$ cat config.mk
export PLATFORM = sky130hd
export DESIGN_NAME = hazard_ctrl
export DESIGN_NICKNAME = d
export VERILOG_FILES = /design/src/rtl/hazard_ctrl_pkg.sv /design/src/rtl/hazard_ctrl_cmp.sv /design/src/rtl/hazard_ctrl.sv
export SDC_FILE = /design/constraint.sdc
export NUM_CORES = 1
export LEC_CHECK = 0
export CAP_MARGIN = 20
export CORE_MARGIN = 5
export CORE_UTILIZATION = 42
export DETAILED_ROUTE_END_ITERATION = 8
export PLACE_DENSITY = 0.78
export SLEW_MARGIN = 40
export SYNTH_ARGS = -nofsm -noshare
export SYNTH_HDL_FRONTEND = slang
export SYNTH_SLANG_ARGS = --single-unit
$ cat constraint.sdc
create_clock -name clk -period 2.9 [get_ports clk]
set_input_delay 0.29 -clock clk [delete_from_list [all_inputs] [get_ports clk]]
set_output_delay 0.29 -clock clk [all_outputs]
set_load 0.01 [all_outputs]
$ cat src/rtl/hazard_ctrl_pkg.sv
// Shared definitions for the pipeline hazard controller: FSM state encoding and
// bit positions of the latch-control vector consumed by the pipeline latches.
package hazard_ctrl_pkg;

  typedef enum logic {
    RUN      = 1'b0,
    MEM_WAIT = 1'b1
  } state_e;

  localparam int CTL_PC_EN        = 0;
  localparam int CTL_IF_ID_EN     = 1;
  localparam int CTL_IF_ID_FLUSH  = 2;
  localparam int CTL_ID_EX_EN     = 3;
  localparam int CTL_ID_EX_BUBBLE = 4;
  localparam int CTL_EX_MEM_EN    = 5;
  localparam int CTL_W            = 6;

endpackage

$ cat src/rtl/hazard_ctrl_cmp.sv
// Load-use comparator: flags an ID source register that a load currently in EX
// will write. Register 0 is hardwired and never produces a hit.
module hazard_cmp (
  input  logic [4:0] id_rs,
  input  logic [4:0] id_rt,
  input  logic       id_uses_rt,
  input  logic       ex_mem_to_reg,
  input  logic       ex_reg_write,
  input  logic [4:0] ex_rt,
  output logic       load_use_hit
);

  logic rs_match;
  logic rt_match;

  assign rs_match     = (ex_rt == id_rs);
  assign rt_match     = id_uses_rt && (ex_rt == id_rt);
  assign load_use_hit = ex_mem_to_reg && ex_reg_write && (ex_rt != 5'd0) &&
                        (rs_match || rt_match);

endmodule

$ cat src/rtl/hazard_ctrl.sv
// Pipeline sequencing controller: stall/bubble/flush enables for PC, IF/ID, ID/EX
// and EX/MEM, covering dmem waits, taken-branch redirects and load-use hazards.
module hazard_ctrl
  import hazard_ctrl_pkg::*;
#(
  parameter  int MEM_TIMEOUT = 15,
  parameter  int CNT_W       = 16,
  localparam int WC_W        = $clog2(MEM_TIMEOUT + 1)
) (
  input  logic             clk,
  input  logic             rst,
  input  logic [4:0]       id_rs,
  input  logic [4:0]       id_rt,
  input  logic             id_uses_rt,
  input  logic             ex_mem_to_reg,
  input  logic             ex_reg_write,
  input  logic [4:0]       ex_rt,
  input  logic             branch_taken,
  input  logic             mem_req,
  input  logic             mem_ready,
  output logic             pc_en,
  output logic             if_id_en,
  output logic             if_id_flush,
  output logic             id_ex_en,
  output logic             id_ex_bubble,
  output logic             ex_mem_en,
  output logic             mem_err,
  output logic [CNT_W-1:0] stall_cycles,
  output logic             state_o,
  output logic [WC_W-1:0]  wait_cnt_o
);

  localparam logic [WC_W-1:0] TIMEOUT_V = WC_W'(MEM_TIMEOUT);

  // dmem handshake: mem_req marks an access in MEM this cycle; the access
  // completes in the cycle mem_ready is high. Until then the pipe freezes.
  state_e             state_q, state_d;
  logic [WC_W-1:0]    wait_cnt_q, wait_cnt_d;
  logic               mem_err_q, mem_err_d;
  logic [CNT_W-1:0]   stall_q, stall_d;
  logic [CTL_W-1:0]   ctl;
  logic               load_use_hit;
  logic               freeze;

  hazard_cmp u_cmp (
    .id_rs         (id_rs),
    .id_rt         (id_rt),
    .id_uses_rt    (id_uses_rt),
    .ex_mem_to_reg (ex_mem_to_reg),
    .ex_reg_write  (ex_reg_write),
    .ex_rt         (ex_rt),
    .load_use_hit  (load_use_hit)
  );

  assign freeze = mem_req && !mem_ready && (wait_cnt_q < TIMEOUT_V);

  always_ff @(posedge clk or posedge rst) begin
    if (rst) begin
      state_q    <= RUN;
      wait_cnt_q <= '0;
      mem_err_q  <= 1'b0;
      stall_q    <= '0;
    end else begin
      state_q    <= state_d;
      wait_cnt_q <= wait_cnt_d;
      mem_err_q  <= mem_err_d;
      stall_q    <= stall_d;
    end
  end

  always_comb begin
    ctl        = '0;
    state_d    = state_q;
    wait_cnt_d = wait_cnt_q;
    mem_err_d  = mem_err_q;
    stall_d    = stall_q;

    if (rst) begin
      ctl = '0;
    end else if (freeze) begin
      wait_cnt_d = wait_cnt_q + WC_W'(1);
      state_d    = MEM_WAIT;
    end else begin
      ctl[CTL_PC_EN]     = 1'b1;
      ctl[CTL_IF_ID_EN]  = 1'b1;
      ctl[CTL_ID_EX_EN]  = 1'b1;
      ctl[CTL_EX_MEM_EN] = 1'b1;
      // A release with mem_ready still low can only be the forced timeout.
      if (state_q == MEM_WAIT && wait_cnt_q == TIMEOUT_V && !mem_ready) begin
        mem_err_d = 1'b1;
      end
      state_d    = RUN;
      wait_cnt_d = '0;
      if (branch_taken) begin
        ctl[CTL_IF_ID_FLUSH]  = 1'b1;
        ctl[CTL_ID_EX_BUBBLE] = 1'b1;
      end else if (load_use_hit) begin
        ctl[CTL_PC_EN]        = 1'b0;
        ctl[CTL_IF_ID_EN]     = 1'b0;
        ctl[CTL_ID_EX_BUBBLE] = 1'b1;
      end
    end

    if (!rst && !ctl[CTL_PC_EN] && (stall_q != '1)) begin
      stall_d = stall_q + CNT_W'(1);
    end
  end

  assign pc_en        = ctl[CTL_PC_EN];
  assign if_id_en     = ctl[CTL_IF_ID_EN];
  assign if_id_flush  = ctl[CTL_IF_ID_FLUSH];
  assign id_ex_en     = ctl[CTL_ID_EX_EN];
  assign id_ex_bubble = ctl[CTL_ID_EX_BUBBLE];
  assign ex_mem_en    = ctl[CTL_EX_MEM_EN];
  assign mem_err      = mem_err_q;
  assign stall_cycles = stall_q;
  assign state_o      = state_q;
  assign wait_cnt_o   = wait_cnt_q;

endmodule

==> metrics.yaml <==
clock_tree:
  cts_tree: "done"
  clk_latency_ns: 0.29
  cts_num_sinks: 22
  htreeDepth: 1
  cts_hold_buffers: 0
  clockBufferDepth: 2
  cts-buffers-inserted: 3
  ctsRootBufferMaster: "clkbuf_4"
  clkTransAtPathRegs_ns: 0.11
logic_synthesis:
  ys_seq_elements: 22
  synth.cell_area_sq_um: 1251
  synth_nets: 151
  yosysWarningCount: 0
  synth_cells: 126
  yosysUniqueCellTypes: 33
  seq_area_frac_synth: 0.4400
  avgSynthCellArea_sq_um: 9.930
placed_design:
  dp_hpwl_mm: 2.432
  numPortBuffers: 50
  gp_congestion: 0.8274
  dp_slack_ns: 0.2333
  dp.cells: 204
routing:
  drtIter0Drc: 64
  dr.pass1.iters: 4
  routed_wl_mm: 3.024
  routed_via_density: 5.582
  drtAntennaViolNets: 0
  vias: 1161
  drc: 0
  wl_per_cell_um: 14.54
global_routing:
  use_met3: 0.04491
  first_global_vias: 1236
  grt.busiest_layer: "met2"
  grt_max_degree: 24
  overflow: 0
  grt.total_usage: 0.1536
  antenna_found_initial: 0
  grtUsageMet2: 0.2822
  use_met1: 0.1685
  grt_pass1_wl_mm: 5.223
sta:
  finalHoldViolCount: 0
  fin_crit_ns: 2.700
  rsz0062_at_grt: "no"
  period_share: 0.9310
  fmax_mhz: 370.4
  hold_slack_ns: 0.4829
  maxSlewViolCount: 0
  tightest_slew_ns: 0.4416
  worst_clock_skew_ns: 0.004861
  setup_slack_ns: 0.2002
  final.setup.tns_ns: 0
  slew_headroom: 0.7056
  setup_viol: 0
floorplan:
  core-area_sq_um: 2805
  num_rows: 19
  ios: 51
  start_util: 0.4460
  die_w_um: 64.58
  die-height_um: 64.58
  dieArea_sq_um: 4171
final_layout:
  stdcell_count: 208
  drive_gt1_frac: 0.07910
  nets: 204
  area_growth_pct: 44.00
  diodes: 0
critical_path:
  crit_required_ns: 2.61
  crit_arrival_ns: 2.41
  crit_type: "register to output port"
  worstSetupStartpointType: "register"
  cp-end-kind: "output port"
  path_max_fanout: 6
run_status:
  status: "finished, final reports clean"
pwr:
  power.density_nw_per_um2: 427.4
  peakVddDrop_uv: 194.9
  p_leak_nw: 0.7287
worst_hold_path:
  min_path_type: "register to register"
flow_run:
  drv_cap: 0
==> power breakdown <==
part	switching [W]	leakage (nW)	internal (W)
combinational	0.000103	0.424	0.000150
sequential	0.0000453	0.291	0.000341
clock	0.0000827	0.0138	0.0000483
==> cells by family (layout without fill, tap and decap cells) <==
logic type | after synthesis | count (layout) | synth area share
adder cells (fa/ha/maj) | 2 | 2 | 0.02000
buffers and inverters | 8 | 59 | 0.03899
flip-flops | 22 | 22 | 0.4400
AND/OR/NAND/NOR | 54 | 54 | 0.2260
multiplexers | 2 | 2 | 0.02100
XOR/XNOR | 23 | 23 | 0.1610
AO/OA/AOI/OAI | 15 | 15 | 0.09300
==> path summary, 6_finish.rpt <==
| path | startpoint | end | slack, ns | depth (start not counted) |
|---|---|---|---|---|
| worst min-delay path | mem_err$_DFFE_PP0P_ | mem_err$_DFFE_PP0P_ | 0.48 | 1 |
| worst min register to register | mem_err$_DFFE_PP0P_ | mem_err$_DFFE_PP0P_ | 0.48 | 1 |
| worst max register to register | wait_cnt_o[0]$_DFFE_PP0N_ | stall_cycles[10]$_DFFE_PP0P_ | 0.61 | 8 |
| min in group asynchronous | rst | wait_cnt_o[2]$_DFFE_PP0N_ | 0.66 | 3 |
| max in group asynchronous | rst | wait_cnt_o[0]$_DFFE_PP0N_ | 2.00 | 3 |
| worst max-delay path | wait_cnt_o[0]$_DFFE_PP0N_ | pc_en | 0.20 | 6 |
==> worst max-delay path, cell delays in order (launching register included) <==
cell,delay [ns]
dfrtp_2,0.45
ha_1,0.23
and3_1,0.20
or3b_4,0.41
and2_1,0.21
o21a_1,0.13
clkdlybuf4s50_1,0.48
==> per-layer routing <==
layer,vias to the layer above,share of wire
li1,546,-
met1,552,0.39
met2,57,0.51
met3,6,0.087
met4,0,0.015
met5,-,0
==> layout make-up <==
type	instances	area, sq um
Clock buffer	3	22.52
Multi-Input combinational cell	96	654.4
Timing Repair Buffer	53	523.0
Fill cell	268	1003
Inverter	3	11.26
Sequential cell	22	551.8
Tap cell	31	38.79
==> layout by cell type (no fill, tap or decap), drive strengths merged <==
cell type       n
xor2            9
nor2           11
dfrtp          22
or4             1
o21ai           5
a22o            1
nand2          10
nor4            1
clkbuf          3
o21a            2
or2             1
and3            4
ha              2
a31oi           2
buf             3
nor3b           1
inv             3
a32oi           1
or3b            1
nand2b          2
and4            1
o31ai           1
xnor2          14
and2            2
nand3b          1
nand4           9
o211ai          1
mux2            2
a31o            2
nand3           6
nor3            3
clkdlybuf4s50  50
==> sequential cells by signal (all words and copies together) (netlist names) <==
| name | cells |
|---|---|
| state_o | 1 |
| stall_cycles | 16 |
| mem_err | 1 |
| wait_cnt_o | 4 |
==> synth_stat cells, drive strengths merged <==
cell     n  area (sq um)
ha       2         25.02
dfrtp   22         550.5
a22o     1         8.760
or2      1         6.260
clkbuf   1         3.750
or3b     1         8.760
nor2    11         41.29
a32oi    1         8.760
o211ai   1         7.510
o21a     2         15.01
nand2   10         37.54
and4     1         8.760
and3     4         25.02
o21ai    5         25.02
nor3b    1         7.510
nor4     1         6.260
xnor2   14         122.6
nand2b   2         12.51
inv      3         11.26
nand4    9         56.30
buf      4         33.78
nor3     3         15.01
and2     2         12.51
xor2     9         78.83
nand3    6         30.03
nand3b   1         7.510
a31o     2         17.52
mux2     2         26.27
a31oi    2         12.51
or4      1         7.510
o31ai    1         21.27
==> per-stage QoR <==
step           cell area (sq um)    util  total power (W)
2_1_floorplan               1251       -        0.0005031
3_3_place_gp                1768  0.6302        0.0006347
3_5_place_dp                1768  0.6302        0.0006460
4_1_cts                     1790  0.6383        0.0007774
5_1_grt                     1802  0.6423        0.0008218
6_report                    1802  0.6423        0.0007700
==> timing repair <==
item	CTS	global route
gates resized for setup	0	2
buffers inserted	0	1
endpoints found under the setup margin	0	3
Power figures use the tool's default switching activity.
